<file path="src/rtl/friscv_cache_pkg.sv">
// Shared types for the data cache request path.
// Requester identity and AxCACHE bit positions.
package friscv_cache_pkg;

    typedef enum logic {
        BLK = 1'b0,
        IO  = 1'b1
    } req_e;

    localparam int ACACHE_IO_BIT = 1;

endpackage

</file>
<file path="src/rtl/friscv_rr_arb2.sv">
// Two-input round-robin grant unit.
// Remembers the last winner; the other side wins a tie.
module friscv_rr_arb2
    import friscv_cache_pkg::*;
(
    input  logic       aclk,
    input  logic       srst,
    input  logic [1:0] req,
    input  logic       en,
    output logic [1:0] gnt
);

    req_e last_grant;

    // Combinational grant, only while the caller can accept
    always_comb begin
        gnt = 2'b00;
        if (en) begin
            unique case (req)
                2'b01:   gnt = 2'b01;
                2'b10:   gnt = 2'b10;
                2'b11:   gnt = (last_grant == IO) ? 2'b01 : 2'b10;
                default: gnt = 2'b00;
            endcase
        end
    end

    // Track the most recent winner; reset favours BLK next
    always_ff @(posedge aclk) begin
        if (srst) begin
            last_grant <= IO;
        end else if (gnt[0]) begin
            last_grant <= BLK;
        end else if (gnt[1]) begin
            last_grant <= IO;
        end
    end

endmodule

</file>
<file path="src/rtl/friscv_cache_req_arbiter.sv">
// Data cache read-request arbiter: block vs IO fetcher,
// ID swapped for a completion-manager tag, one-entry output stage.
module friscv_cache_req_arbiter
    import friscv_cache_pkg::*;
#(
    parameter int AXI_ADDR_W = 8,
    parameter int AXI_ID_W   = 8,
    parameter     NAME       = "dCache-Req-Arb"
) (
    input  logic                  aclk,
    input  logic                  srst,
    input  logic [AXI_ID_W-1:0]   next_tag,
    input  logic                  tag_avlb,
    input  logic                  blk_avalid,
    output logic                  blk_aready,
    input  logic [AXI_ADDR_W-1:0] blk_addr,
    input  logic [AXI_ID_W-1:0]   blk_aid,
    input  logic [3:0]            blk_acache,
    input  logic                  io_avalid,
    output logic                  io_aready,
    input  logic [AXI_ADDR_W-1:0] io_addr,
    input  logic [AXI_ID_W-1:0]   io_aid,
    input  logic [3:0]            io_acache,
    output logic                  mst_avalid,
    input  logic                  mst_aready,
    output logic [AXI_ADDR_W-1:0] mst_addr,
    output logic [AXI_ID_W-1:0]   mst_aid,
    output logic [3:0]            mst_acache,
    output logic                  trk_valid,
    output logic [AXI_ID_W-1:0]   trk_aid,
    output logic [3:0]            trk_acache
);

    logic                  out_valid;
    logic                  acc_ok;
    logic [1:0]            gnt;
    logic                  sel_io;
    logic [AXI_ADDR_W-1:0] sel_addr;

    // Accept only with a free tag and room in the stage
    assign acc_ok = !srst && tag_avlb
                    && (!out_valid || mst_aready);

    friscv_rr_arb2 u_arb (
        .aclk (aclk),
        .srst (srst),
        .req  ({io_avalid, blk_avalid}),
        .en   (acc_ok),
        .gnt  (gnt)
    );

    assign blk_aready = gnt[BLK];
    assign io_aready  = gnt[IO];
    assign trk_valid  = |gnt;

    assign sel_io     = gnt[IO];
    assign sel_addr   = sel_io ? io_addr : blk_addr;
    assign trk_aid    = sel_io ? io_aid : blk_aid;
    assign trk_acache = sel_io ? io_acache : blk_acache;

    // Output stage: load on accept, clear on drain, else hold
    always_ff @(posedge aclk) begin
        if (srst) begin
            out_valid  <= 1'b0;
            mst_addr   <= '0;
            mst_aid    <= '0;
            mst_acache <= '0;
        end else if (trk_valid) begin
            out_valid  <= 1'b1;
            mst_addr   <= sel_addr;
            mst_aid    <= next_tag;
            mst_acache <= trk_acache;
        end else if (mst_aready) begin
            out_valid  <= 1'b0;
        end
    end

    assign mst_avalid = out_valid;

`ifdef FRISCV_SIM
    // Simulation-only protocol sanity checks
    always @(posedge aclk) begin
        if (!srst && trk_valid && !tag_avlb)
            $display("%s: ERROR tag consumed while unavailable", NAME);
        if (!srst && blk_aready && io_aready)
            $display("%s: ERROR both requesters ready", NAME);
    end
`endif

endmodule

</file>
<file path="config.mk">
export PLATFORM = sky130hd
export DESIGN_NAME = friscv_cache_req_arbiter
export DESIGN_NICKNAME = d
export VERILOG_FILES = /design/src/rtl/friscv_cache_pkg.sv /design/src/rtl/friscv_rr_arb2.sv /design/src/rtl/friscv_cache_req_arbiter.sv
export SDC_FILE = /design/constraint.sdc
export NUM_CORES = 1
export LEC_CHECK = 0
export CAP_MARGIN = 20
export CORE_MARGIN = 2
export CORE_UTILIZATION = 35
export CTS_BUF_LIST = sky130_fd_sc_hd__clkbuf_8 sky130_fd_sc_hd__clkbuf_16
export CTS_CLUSTER_SIZE = 8
export DETAILED_ROUTE_END_ITERATION = 16
export PLACE_DENSITY_LB_ADDON = 0.1
export SYNTH_ARGS = -nofsm -noshare
export SYNTH_HDL_FRONTEND = slang
export SYNTH_SLANG_ARGS = --single-unit
export TNS_END_PERCENT = 20
</file>
<file path="constraint.sdc">
create_clock -name aclk -period 1.45 [get_ports aclk]
set_clock_uncertainty 0.1 [all_clocks]
set_input_delay 0.2175 -clock aclk [delete_from_list [all_inputs] [get_ports aclk]]
set_output_delay 0.2175 -clock aclk [all_outputs]
set_load 0.02 [all_outputs]
</file>
# After elaboration in Yosys (flattened, before gate mapping)
# Index checks and enable logic that the tools add are counted.
# totals
register_bits	22
in_bits	54
out_inout_bits	36
# classes
n_eq_ne	3
n_mux	10
n_reduce_logical	8
# ops
op	count
2-to-1 mux 8 bit	2
one-hot mux 2 bit (3 select lines)	1
equality test 2 bit, second input constant	2
2-to-1 mux 1 bit	4
2-to-1 mux 2 bit	2
2-to-1 mux 4 bit	1
nonzero test 2 bit	2
equality test 2 x 1 -> 1 bit, second input constant	1
logical AND 1 bit	2
zero test 1 bit	2
OR reduction 2 bit	1
logical OR 1 bit	1

# Longest topological paths before layout
# logic_depth
word_depth	6
ltp_mapped	5
depth_no_buf	3

# Cells and area by module
# A second synthesis with hierarchy kept.
# unflattened
cells_unflattened	116
area_unflattened_um2	1148.6
# by_module_without_submodules
mod	n_inst	cells_per_inst	area_each_um2	seq_area_each_um2
friscv_cache_req_arbiter	1	108	1089.8	420.4
friscv_rr_arb2	1	8	58.8	20.0

# Worst setup path after synthesis
# OpenSTA, ideal clock, no wires.
# synth_path
path_type	register to output
start	reg out_valid (netlist: mst_avalid)
end	out trk_aid[0]
arrival_time_ns	1.207
t_required_ns	1.133
path_slack_ns	-0.075
stages_incl_launch_ff	5
n_path_buf	1
path_cell_list	dfxtp_1 > nand2b_1 > buf_2 > nand3_2 > mux2_2
# synth_between
elab_chain_cells	5
# synth_lines
item	line	text
start, declared	friscv_cache_req_arbiter.sv:34	logic out_valid;
start signal, assigned	friscv_cache_req_arbiter.sv:64	out_valid <= 1'b0;
start signal, assigned	friscv_cache_req_arbiter.sv:69	out_valid <= 1'b1;
start signal, assigned	friscv_cache_req_arbiter.sv:74	out_valid <= 1'b0;
zero test 1 bit	friscv_cache_req_arbiter.sv:42	&& (!out_valid || mst_aready);
logical OR 1 bit	friscv_cache_req_arbiter.sv:42	
logical AND 1 bit	friscv_cache_req_arbiter.sv:42	
2-to-1 mux 2 bit	friscv_rr_arb2.sv:18	if (en) begin
2-to-1 mux 8 bit	friscv_cache_req_arbiter.sv:58	assign trk_aid = sel_io ? io_aid : blk_aid;
end, declared	friscv_cache_req_arbiter.sv:30	output logic [AXI_ID_W-1:0] trk_aid,
# No other way between the ends.

# Worst setup path after layout
# layout_path
start	reg u_arb.last_grant
end	out trk_aid[3]
# layout_between
elab_chain_cells	4
# layout_lines
item	line	text
start, declared	friscv_rr_arb2.sv:13	req_e last_grant;
start signal, assigned	friscv_rr_arb2.sv:31	last_grant <= IO;
start signal, assigned	friscv_rr_arb2.sv:33	last_grant <= BLK;
start signal, assigned	friscv_rr_arb2.sv:35	last_grant <= IO;
2-to-1 mux 2 bit	friscv_rr_arb2.sv:22	2'b11: gnt = (last_grant == IO) ? 2'b01 : 2'b10;
one-hot mux 2 bit (3 select lines)	friscv_rr_arb2.sv:19	unique case (req)
2-to-1 mux 2 bit	friscv_rr_arb2.sv:18	
2-to-1 mux 8 bit	friscv_cache_req_arbiter.sv:58	
# No other way between the ends.

==> impl_results.md <==
* Status: finished with violations
* Failing checks: setup timing
* Post-synth ARST share at 0%
* Post-synth top cells: dfxtp_1 (22), nand4_1 (20), o31ai_1 (20), buf_2 (14), a31oi_1 (13)
* Max-slew headroom at ~80%
* Vias in the first global route at 1706
* Initial Util at 37.25%
* Crit path time final at 1.803 ns
* CP Capture Point: trk_aid[3]
* Routed wire length at 5.141 mm
* Syn nets at 196
* Area delta synth->final at 97.15%
* Worst R2R Start: u_arb.last_grant
* Worst setup EP type: output pin
* # diodes at 0
* Initial antenna violation count at 0
* Core Util, Final at 73.44%
* Number of flops mapped to enable cells by yosys at 0
* Antenna viol nets, final at 0
* H-tree levels at 1
* Leak at 1.037 nW
* Pin count of the biggest net entering global routing at 22
* Sequential area share after synthesis at 34.61%
* Total Routing Usage GR at 24.61%
* Setup Viol. Count Final at 18
* CTS tree: built
* Reg2reg setup slack at -0.01 ns
* Mapped cell area at 1272 um2
* Ys flop type: dfxtp_1
* Synth cell types at 24
* Clk pin slew, worst setup/hold paths at about 0.09 ns
* Chip height at 64.30 um
* Std-Cell Rows at 21
* Top-area cell type share of the netlist area at 34.61%
* Core Box Area at 3416 um2
* Total of max-cap violations at 0
* RSZ-0062 raised after global routing: yes
* Final Hold Slack at 0.3777 ns
* Final worst slack at -0.3533 ns
* Most frequent cell after synthesis: dfxtp_1
* Dominant cells by area after synthesis: dfxtp_1 (35%), o31ai_1 (12%), nand4_1 (9.8%)
* Critical path type: reg -> out
* Post-DP HPWL at 3.509 mm
* Clk sinks at 22
* Reg2reg end: mst_acache[3]
* Cts bufs inserted at 3
* CP startpoint kind: flip-flop
* Fin crit share at 124.4%
* Warnings, synthesis at 0
* Synth Instances at 142
* Worst-Skew Late Latency at 0.26 ns
* CP cell instances: a21boi_4, nand3_4, mux2_4, buf_6
* Req. time, crit path at around 1.1 ns
* Root buf cell: clkbuf_8
* Setup crit start: u_arb.last_grant
* Gpl congestion at 0.8330
* Die span in x at 64.30 um
* CTS Buffer Depth at 2
* Max-slew violations at 0
* DRC at 0
* CP Max Fanout at 5
* Max incr delay on CP at 0.37 ns
* Grt total ovfl at 0
* Die area at 4134 um2
* First-pass GRT wire length at 8.169 mm
* Peak VDD IR at 386.9 uV
* Share of post-route cells with drive strength above 1 at approximately 33%
* Via count at 1658
* Iteration-0 DRC count of the detailed router at 101
* Area leader, netlist: dfxtp_1
* Initial DRT Pass Iterations at 4
* Seq cells post-synth at 22
* Routed length per instance at ~17 um
* Max stage delay cell, worst path: dfxtp_4
* Number of port buffers at 89
* Hold Path Class: reg -> reg
* Synth Area per Inst at 8.961 um2
* Fmax at 0.5546 GHz
* Power Density at 737.9 nW/um2
* Worst Tran Pin Value at 0.2782 ns
* # nets final at 303
* Boundary pin count at 90
* Setup_tns at -3.986 ns
* Final hold violations at 0
* Worst path arrival time at roughly 1.5 ns
* Register-to-Register Path Depth at 5
* Drt via density at 5.639
-- where the power goes --
group	leakage [nW]	internal (mW)	switching (mW)
combinational	0.820	0.322	0.288
sequential	0.181	0.637	0.0210
clock	0.0357	0.369	0.215
-- worst min-delay path by stage --
| stage | start | endpoint | cells after the start |
|---|---|---|---|
| 2_1_floorplan | srst | mst_acache[0] | 1 |
| 6_report | mst_aid[2] | mst_aid[2] | 2 |
| 5_1_grt | srst | mst_aid[6] | 3 |
| 4_1_cts | srst | mst_aid[2] | 3 |
| 3_5_place_dp | mst_aid[2] | mst_aid[2] | 2 |
| 3_3_place_gp | mst_aid[4] | mst_aid[4] | 2 |
-- metal layers --
layer / GRT usage [%] / vias up / part of all wire (%)
li1: - / 793 / -
met1: 29.70 / 802 / 42
met2: 45.05 / 59 / 52
met3: 4.049 / 4 / 5.0
met4: 6.117 / 0 / 0.72
met5: 0 / - / 0
-- what timing repair did --
item	4_1_cts	5_1_grt
gates cloned	1	0
hold buffers	0	0
resized for setup	124	9
pin swaps	12	9
setup endpoints to repair	57	27
buffers inserted	4	0
-- metrics by stage --
step,power [mW],setup WS (ns),cell area [um2],std cells
after global placement,1.248,-0.8776,2326,285
after detailed placement,1.258,-0.9045,2326,285
after CTS,1.842,-0.3586,2484,294
final,1.851,-0.3533,2509,294
after floorplan,0.9223,-0.009285,1274,142
after global routing,1.927,-0.3861,2509,294
-- critical path, delay by kind of cell (launching register included) --
| family | cells | cell delay, ns |
|---|---|---|
| flops | 1 | 0.37 |
| mux | 1 | 0.33 |
| compound gates | 1 | 0.24 |
| buf+inv | 1 | 0.13 |
| simple gates | 1 | 0.14 |
-- kinds of logic after synthesis --
group,synth area share (%)
multiplexers,7.080
buffers and inverters,8.751
AND/OR/NAND/NOR,15.83
flip-flops,34.61
AO/OA/AOI/OAI,33.73
-- sequential cells by signal (all words and copies together) (netlist names) --
| name | cells |
|---|---|
| mst_acache | 4 |
| mst_addr | 8 |
| mst_avalid | 1 |
| mst_aid | 8 |
| u_arb.last_grant | 1 |
-- layout make-up --
class | count | area, um2
inverter | 2 | 7.507
fill | 273 | 907.1
multi-input combinational | 100 | 825.8
tap | 46 | 57.56
clock inverter | 1 | 30.03
clock buffer | 3 | 41.29
sequential | 22 | 447.9
timing repair buffer | 120 | 1099
-- cell usage in the layout (no fill, tap or decap), types with 7 or more instances in the layout --
cell and n:
clkdlybuf4s50_1 48, buf_4 28, dlygate4sd2_1 23, nand4_1 20
dfxtp_1 20, o31ai_1 15, a31oi_1 13, buf_6 13
a311oi_1 9, a21oi_1 9, mux2_2 7
Note: power is estimated with default switching activity, not from simulation.
